### config.mk
export PLATFORM = sky130hd
export DESIGN_NAME = multi_port_cam_regfile
export DESIGN_NICKNAME = d
export VERILOG_FILES = /design/src/rtl/multi_port_cam_regfile_pkg.sv /design/src/rtl/multi_port_cam_regfile_priority_encoder_lowest.sv /design/src/rtl/multi_port_cam_regfile.sv
export SDC_FILE = /design/constraint.sdc
export NUM_CORES = 1
export LEC_CHECK = 0
export CAP_MARGIN = 0
export CORE_ASPECT_RATIO = 1.5
export CORE_UTILIZATION = 48
export CTS_BUF_LIST = sky130_fd_sc_hd__clkbuf_16
export CTS_CLUSTER_DIAMETER = 120
export DETAILED_ROUTE_END_ITERATION = 6
export PLACE_DENSITY = 0.81
export SLEW_MARGIN = 30
export SYNTH_ARGS = -nofsm -noshare
export SYNTH_HDL_FRONTEND = slang
export SYNTH_SLANG_ARGS = --single-unit
### constraint.sdc
create_clock -name clk_in -period 2.4 [get_ports clk_in]
set_input_delay 0.48 -clock clk_in [delete_from_list [all_inputs] [get_ports clk_in]]
set_output_delay 0.48 -clock clk_in [all_outputs]
set_load 0.005 [all_outputs]
### src/rtl/multi_port_cam_regfile_pkg.sv
// Shared constants and the mask-compare helper for the multi-port CAM register file.
// Latency: n/a (declarations only).
// Backpressure: n/a (declarations only).
//
// Holds the default width/depth constants used as parameter defaults by the
// top module, and the masked compare used by every CAM entry comparator.
// Optional feature macro (consumed by the top module): MULTI_PORT_CAM_REGFILE_BYPASS_EN.
package multi_port_cam_regfile_pkg;

    localparam int DEFAULT_ENTRY_WIDTH    = 8;
    localparam int DEFAULT_NUM_ENTRY      = 4;
    localparam int DEFAULT_NUM_READ_PORT  = 2;
    localparam int DEFAULT_NUM_WRITE_PORT = 2;

    // Widest entry the compare helper handles; narrower operands are
    // zero-extended, and the zero-extended mask bits make the extra
    // positions drop out of the compare.
    localparam int CAM_MAX_WIDTH = 64;

    // An entry matches when every bit selected by the mask equals the key.
    function automatic logic masked_match(
        input logic [CAM_MAX_WIDTH-1:0] entry,
        input logic [CAM_MAX_WIDTH-1:0] key,
        input logic [CAM_MAX_WIDTH-1:0] mask
    );
        return ((entry ^ key) & mask) == '0;
    endfunction

endpackage

### src/rtl/multi_port_cam_regfile_priority_encoder_lowest.sv
// Lowest-set-bit priority encoder: index of the lowest set bit plus a found flag.
// Latency: combinational.
// Backpressure: none.
//
// Ports:
//   vec_in    : multi-hot request vector
//   index_out : lowest set bit position, 0 when vec_in is all zero
//   found_out : OR of vec_in
module priority_encoder_lowest #(
    parameter int NUM_ENTRY      = 4,
    parameter int NUM_ENTRY_LOG2 = $clog2(NUM_ENTRY)
) (
    input  logic [NUM_ENTRY-1:0]      vec_in,
    output logic [NUM_ENTRY_LOG2-1:0] index_out,
    output logic                      found_out
);

    always_comb begin
        index_out = '0;
        found_out = |vec_in;
        // Scan from the top so the lowest set bit is the last assignment.
        for (int i = NUM_ENTRY - 1; i >= 0; i--) begin
            if (vec_in[i]) begin
                index_out = NUM_ENTRY_LOG2'(i);
            end
        end
    end

endmodule

### src/rtl/multi_port_cam_regfile.sv
// Multi-port register file with valid bits and one masked CAM search port.
// Latency: writes/invalidates take effect on the edge; reads and CAM results are registered, 1 cycle.
// Backpressure: none; every port accepts a request every cycle.
//
// Ports:
//   clk_in, reset_in (async, active-high)
//   read_en_in / read_entry_addr_decoded_in / read_entry_out : registered read ports, one-hot select
//   write_en_in / write_entry_addr_decoded_in / write_entry_in : write ports, highest port wins
//   invalidate_en_in / invalidate_entry_decoded_in : clear valid bits (write wins over invalidate)
//   cam_en_in / cam_entry_in / cam_mask_in : masked search over valid entries
//   cam_result_decoded_out / cam_hit_out / cam_hit_index_out : registered CAM results
//   entry_valid_out : current valid bits
// Optional macro MULTI_PORT_CAM_REGFILE_BYPASS_EN: reads and CAM see the post-write
// (and post-invalidate) contents of the same cycle; otherwise they see pre-update state.
module multi_port_cam_regfile
    import multi_port_cam_regfile_pkg::*;
#(
    parameter int SINGLE_ENTRY_WIDTH_IN_BITS = DEFAULT_ENTRY_WIDTH,
    parameter int NUM_ENTRY                  = DEFAULT_NUM_ENTRY,
    parameter int NUM_READ_PORT              = DEFAULT_NUM_READ_PORT,
    parameter int NUM_WRITE_PORT             = DEFAULT_NUM_WRITE_PORT,
    parameter int NUM_ENTRY_LOG2             = $clog2(NUM_ENTRY)
) (
    input  logic                                                 clk_in,
    input  logic                                                 reset_in,
    input  logic [NUM_READ_PORT-1:0]                             read_en_in,
    input  logic [NUM_READ_PORT*NUM_ENTRY-1:0]                   read_entry_addr_decoded_in,
    output logic [NUM_READ_PORT*SINGLE_ENTRY_WIDTH_IN_BITS-1:0]  read_entry_out,
    input  logic [NUM_WRITE_PORT-1:0]                            write_en_in,
    input  logic [NUM_WRITE_PORT*NUM_ENTRY-1:0]                  write_entry_addr_decoded_in,
    input  logic [NUM_WRITE_PORT*SINGLE_ENTRY_WIDTH_IN_BITS-1:0] write_entry_in,
    input  logic                                                 invalidate_en_in,
    input  logic [NUM_ENTRY-1:0]                                 invalidate_entry_decoded_in,
    input  logic                                                 cam_en_in,
    input  logic [SINGLE_ENTRY_WIDTH_IN_BITS-1:0]                cam_entry_in,
    input  logic [SINGLE_ENTRY_WIDTH_IN_BITS-1:0]                cam_mask_in,
    output logic [NUM_ENTRY-1:0]                                 cam_result_decoded_out,
    output logic                                                 cam_hit_out,
    output logic [NUM_ENTRY_LOG2-1:0]                            cam_hit_index_out,
    output logic [NUM_ENTRY-1:0]                                 entry_valid_out
);

    localparam int W = SINGLE_ENTRY_WIDTH_IN_BITS;

    logic [W-1:0]         entry_q   [NUM_ENTRY];
    logic [W-1:0]         entry_nxt [NUM_ENTRY];
    logic [NUM_ENTRY-1:0] valid_q;
    logic [NUM_ENTRY-1:0] valid_nxt;

    // Contents seen by the read mux and the CAM comparators.
    logic [W-1:0]         src_entry [NUM_ENTRY];
    logic [NUM_ENTRY-1:0] src_valid;

    logic [W-1:0]         read_q    [NUM_READ_PORT];
    logic [W-1:0]         read_nxt  [NUM_READ_PORT];

    logic [NUM_ENTRY-1:0]      cam_hit_vec;
    logic [NUM_ENTRY_LOG2-1:0] cam_hit_idx;
    logic                      cam_hit_any;

    // Post-update state. Ports are walked in ascending order so the
    // highest-numbered writer is the last assignment and wins; a write
    // also overrides an invalidate of the same entry.
    always_comb begin
        for (int e = 0; e < NUM_ENTRY; e++) begin
            entry_nxt[e] = entry_q[e];
            valid_nxt[e] = valid_q[e] & ~(invalidate_en_in & invalidate_entry_decoded_in[e]);
            for (int w = 0; w < NUM_WRITE_PORT; w++) begin
                if (write_en_in[w] && write_entry_addr_decoded_in[w*NUM_ENTRY + e]) begin
                    entry_nxt[e] = write_entry_in[w*W +: W];
                    valid_nxt[e] = 1'b1;
                end
            end
        end
    end

    always_comb begin
        for (int e = 0; e < NUM_ENTRY; e++) begin
`ifdef MULTI_PORT_CAM_REGFILE_BYPASS_EN
            src_entry[e] = entry_nxt[e];
`else
            src_entry[e] = entry_q[e];
`endif
        end
`ifdef MULTI_PORT_CAM_REGFILE_BYPASS_EN
        src_valid = valid_nxt;
`else
        src_valid = valid_q;
`endif
    end

    always_ff @(posedge clk_in or posedge reset_in) begin
        if (reset_in) begin
            for (int e = 0; e < NUM_ENTRY; e++) begin
                entry_q[e] <= '0;
            end
            valid_q <= '0;
        end else begin
            for (int e = 0; e < NUM_ENTRY; e++) begin
                entry_q[e] <= entry_nxt[e];
            end
            valid_q <= valid_nxt;
        end
    end

    assign entry_valid_out = valid_q;

    // Read mux: OR of every selected entry, so a zero select yields zero.
    // The valid bit is deliberately not consulted.
    always_comb begin
        for (int p = 0; p < NUM_READ_PORT; p++) begin
            read_nxt[p] = '0;
            for (int e = 0; e < NUM_ENTRY; e++) begin
                if (read_entry_addr_decoded_in[p*NUM_ENTRY + e]) begin
                    read_nxt[p] = read_nxt[p] | src_entry[e];
                end
            end
        end
    end

    always_ff @(posedge clk_in or posedge reset_in) begin
        if (reset_in) begin
            for (int p = 0; p < NUM_READ_PORT; p++) begin
                read_q[p] <= '0;
            end
        end else begin
            for (int p = 0; p < NUM_READ_PORT; p++) begin
                if (read_en_in[p]) begin
                    read_q[p] <= read_nxt[p];
                end
            end
        end
    end

    for (genvar p = 0; p < NUM_READ_PORT; p++) begin : g_read_out
        assign read_entry_out[p*W +: W] = read_q[p];
    end

    always_comb begin
        for (int e = 0; e < NUM_ENTRY; e++) begin
            cam_hit_vec[e] = src_valid[e] &
                masked_match(CAM_MAX_WIDTH'(src_entry[e]),
                             CAM_MAX_WIDTH'(cam_entry_in),
                             CAM_MAX_WIDTH'(cam_mask_in));
        end
    end

    priority_encoder_lowest #(
        .NUM_ENTRY      (NUM_ENTRY),
        .NUM_ENTRY_LOG2 (NUM_ENTRY_LOG2)
    ) u_hit_encoder (
        .vec_in    (cam_hit_vec),
        .index_out (cam_hit_idx),
        .found_out (cam_hit_any)
    );

    // A disabled search clears the result rather than holding it.
    always_ff @(posedge clk_in or posedge reset_in) begin
        if (reset_in) begin
            cam_result_decoded_out <= '0;
            cam_hit_out            <= 1'b0;
            cam_hit_index_out      <= '0;
        end else if (cam_en_in) begin
            cam_result_decoded_out <= cam_hit_vec;
            cam_hit_out            <= cam_hit_any;
            cam_hit_index_out      <= cam_hit_idx;
        end else begin
            cam_result_decoded_out <= '0;
            cam_hit_out            <= 1'b0;
            cam_hit_index_out      <= '0;
        end
    end

endmodule
== Word level (Yosys, flattened, before mapping) ==
Cells that the tools add are included.
Operators by class
  shift-type cells: 0
  equality and inequality tests: 0
  div/mod/pow operators: 0
  muxes and demuxes: 31
  $add $sub $neg: 0
  order comparisons: 0
  reductions and logical operators: 17
  bitwise operators: 30
  multipliers: 0
Operators by type and width (number)
  logical NOT 64 bit: 4
  2-to-1 mux 8 bit: 16
  bitwise OR 8 bit: 6
  bitwise AND 8 bit: 4
  bitwise XOR 8 bit: 4
  bitwise AND 1 bit: 12
  2-to-1 mux 2 bit: 5
  2-to-1 mux 1 bit: 9
  logical AND 1 bit: 8
  nonzero test 2 bit: 4
  2-to-1 mux 4 bit: 1
  inverter 1 bit: 4
  OR reduction 4 bit: 1
Word-level totals
  output and inout port bits: 27
  memories kept: 0
  ROM bits: 0
  bits of input ports: 60
  bits in latches: 0
  register bits after elaboration: 59
  RAM bits: 0
  logic and storage cells: 88

== Depth between registers and ports, before layout ==
  depth after elaboration: 9
  gate-level depth with buffers: 6
  mapped depth without buffers: 6

== By module ==
A second synthesis with hierarchy kept.
Unflattened totals
  cell total of the unflattened synthesis: 332
  area, all modules: 3201.8 um^2
Modules (own cells, without submodules)
  multi_port_cam_regfile: times used 1, cells each 325, area an instance 3166.8 um^2, sequential area each 1476.4 um^2
  priority_encoder_lowest: times used 1, cells each 7, area an instance 35.0 um^2, sequential area each 0.0 um^2

== Least setup slack after synthesis ==
OpenSTA, ideal clock, no wires.
  path type: in2reg
  start point: input port cam_entry_in[4]
  end point: register cam_hit_index_out[1]
  path buffers: 0
  arrival time: 1.405 ns
  setup time: 0.119 ns
  cell stages on the path: 6
  data required time: 2.281 ns
  setup slack: 0.877 ns
  cells stage by stage: xor2_1 > a22o_1 > a221oi_1 > and4_1 > nand2b_1 > nor3_1
On the way
  word-level cells in the longest chain between the ends: 9
  elaborated cells on any way between the ends: 21
  classes of those cells: mux: 5; bitwise: 12; reduce/logical: 4
Ends and longest elaborated chain
  start, declared: line multi_port_cam_regfile.sv:35  | input logic [SINGLE_ENTRY_WIDTH_IN_BITS-1:0] cam_entry_in,
  bitwise XOR 8 bit: line multi_port_cam_regfile_pkg.sv:26  | return ((entry ^ key) & mask) == '0;
  bitwise AND 8 bit: line multi_port_cam_regfile_pkg.sv:26
  logical NOT 64 bit: line multi_port_cam_regfile_pkg.sv:26
  bitwise AND 1 bit: line multi_port_cam_regfile.sv:141  | cam_hit_vec[e] = src_valid[e] &
  2-to-1 mux 2 bit (3 in series): line multi_port_cam_regfile_priority_encoder_lowest.sv:23  | if (vec_in[i]) begin
  2-to-1 mux 2 bit *: line multi_port_cam_regfile_priority_encoder_lowest.sv:23
  2-to-1 mux 2 bit *: line multi_port_cam_regfile.sv:163  | end else if (cam_en_in) begin
  end signal, assigned: line multi_port_cam_regfile.sv:166  | cam_hit_index_out <= cam_hit_idx;
  end, declared: line multi_port_cam_regfile.sv:39  | output logic [NUM_ENTRY_LOG2-1:0] cam_hit_index_out,
Mark *: on every way between the ends. The rest lies on a longest branch, timed or not.
A chain may end at the register's enable or synchronous reset.

== Worst setup path after layout ==
  start point: input port cam_entry_in[2]
  end point: register cam_hit_index_out[0]
The elaborated chain is that of the path after synthesis.

==> out/qor.csv <==
metric,value,unit
GRT Overall Usage,27.73,%
final slew viol count,0,
crit path time final,1979,ps
Crit Path Class,primary input to flop,
Worst Tran Pin Value,579.5,ps
Area Overhead vs Synth,36.78,%
RSZ-0062 raised after global routing,no,
WL per Instance,18.40,um
Ys Warns,0,
vias in the first global route,2809,
Post CTS Setup Buffer Count,0,
simple-gate portion of the synthesized area,10.76,%
initial core utilization,50.69,%
post-route ant nets,0,
Worst Setup Start Kind,primary input,
CTS max path bufs,2,
Max stage delay on crit path,520,ps
Setup crit end kind,flop,
Post-Route WL,8795,um
Total Power,3088,uW
GR Overflow Total,0,
Crit path required time,2610,ps
"commonest non-fill, non-tap cell in the layout",clkdlybuf4s50_1,
CP cell instances,clkdlybuf4s50_1 > xor2_1 > a222oi_1 > and4_1 > nand2b_1 > nor2_1,
Root Driver,clkbuf_16,
FMAX,0.5054,GHz
CTS tree,yes,
Detailed Route Iter0 Violations,360,
Die Y,101.6,um
DR vias,2917,
Setup TNS,0,ps
HP Class,primary input to asynchronous set/reset pin,
critical path's top delay family,buffers and inverters,
H-tree levels,3,
global-route wire length before repair,13980,um
final setup fails,0,
row count,35,
period utilization,82.45,%
PwrDens,711.2,mW/mm^2
clock slew at reported path FFs,50,ps
Adder-Cell Fraction of Synth Area,0,%
Synth Area in Compound Gates,21.21,%
MaxCap Viol Count,0,
Vias/cell,6.103,
CORE AREA,0.006262,mm^2
leakage power,0.001924,uW
Crit-path slowest cell,clkdlybuf4s50_1,
Area contributors post-synth,"dfrtp_1, mux2i_1, xor2_1",
post-synthesis mux area share,10.09,%
post_cts resized,0,
Synth cell types,25,
Slew Limit Headroom,61.37,%
hold_buf cts,0,
drt pass-1 iters,7,
share of cells above drive strength 1,4.950,%
Top-Level Pins,87,
hpwl dp,6479,um
IO Port Bufs,86,
Bufs and invs on worst path,1,
Die W,68.40,um
crit-path max FO,4,
"Avg Cell Area, Syn",9.920,um^2
Final Hold Fails,0,
Netlist Area Pre-Place,0.003174,mm^2
VDD IR max,0.4987,mV
initial antenna violation count,0,
Final #Nets,460,
n_diodes,0,
Clock Sinks,59,
Num CTS Buffers,9,
Remaining DRCs,0,
post-synthesis sequential element count,59,
largest net degree at the start of global routing,60,
Yosys top cell area share,46.51,%
worst path arrival time,2190,ps
largest family of logic cells by synthesized area,compound AO/OA/AOI/OAI gates,
leading area contributor after synthesis,dfrtp_1,
"Seq/Total Area, Yosys",46.51,%
"Clk Latency, worst-skew pair",320,ps
skew final,3.585,ps
die area,0.006949,mm^2
Synth Net Count,380,
GPL Wtd Cong,0.8641,
Post-Synth XOR/XNOR Area,8.829,%
status,"complete, no violations",
most frequent cells in the layout,"clkdlybuf4s50_1, dfrtp_1, nand2_1",
post-synthesis cell count,320,
-- cell families (layout without fill, tap and decap cells) --
kind of cell              Yosys count  in the layout
DFF                                59             59
xor gates and xnor gates           32             32
AOI/OAI and AO/OA                  98             98
and+or+nand+nor                    77             77
muxes                              32             32
buffers and inverters              22            106
-- final timing paths --
kind	end	from	slack, ps	cells past startpoint
worst max register to register	cam_hit_index_out[1]	entry_q[4]	710	6
worst max-delay path	cam_hit_index_out[0]	cam_entry_in[2]	420	6
worst min register to register	read_entry_out[2]	read_entry_out[2]	540	2
worst min-delay path	cam_result_decoded_out[2]	reset_in	530	3
min in group clk_in	read_entry_out[2]	read_entry_out[2]	540	2
max in group asynchronous	read_entry_out[11]	reset_in	1610	3
-- report_power, final --
group	leakage (uW)	switching [uW]	total (uW)	internal (uW)
clock network	0.000129	418	1090	672
logic	0.00110	307	713	406
registers	0.000699	151	1290	1130
total	0.00192	876	3090	2210
-- layout make-up --
type,instances,area (um^2)
clock buffers,9,225.2
clock inverters,6,25.02
fillers,487,1921
well taps,74,92.59
multi-input cells,239,1615
repair buffers,90,903.4
flip-flops and latches,59,1476
inverters,1,3.754
-- metrics by stage --
stage | std cells | setup slack (ps) | util [%] | hold WS [ps] | instance area [um^2]
after floorplan | 320 | 463.7 | - | 517.1 | 3174
after global placement | 463 | 154.5 | 65.33 | 531.8 | 4091
after detailed placement | 463 | 125.3 | 65.33 | 534.8 | 4091
after CTS | 478 | 447.8 | 69.33 | 542.7 | 4342
after global routing | 478 | 369.5 | 69.33 | 560.0 | 4342
final | 478 | 421.3 | 69.33 | 531.4 | 4342
-- sequential cells by signal (all words and copies together) (netlist names) --
name	flops
cam_hit_index_out	2
cam_hit_out	1
cam_result_decoded_out	4
entry_q	32
entry_valid_out	4
read_entry_out	16
-- synth_stat cells, drive strengths merged --
cell type  number
a21oi           1
a221o           4
a221oi          4
a222oi          4
a22o            4
a22oi          32
a31oi          16
and2            8
and4            4
buf             2
clkbuf         19
dfrtp          59
inv             1
mux2i          32
nand2          44
nand2b          1
nand4           1
nor2           18
nor3            1
o21ai          32
o41a            1
xor2           32
-- worst min-delay path, delay by kind of cell --
kind                   cells  cell delay, ps
buffers and inverters      3             760
-- layer usage --
metal	vias up	part of all wire [%]	global-route usage [%]	wire length [um]
li1	1333	-	-	-
met4	0	4.2	16.03	369
met2	188	50	45.17	4378
met1	1364	39	34.52	3411
met3	32	7.2	3.378	634
met5	-	0	0	0
Note: power is estimated with default switching activity, not from simulation.
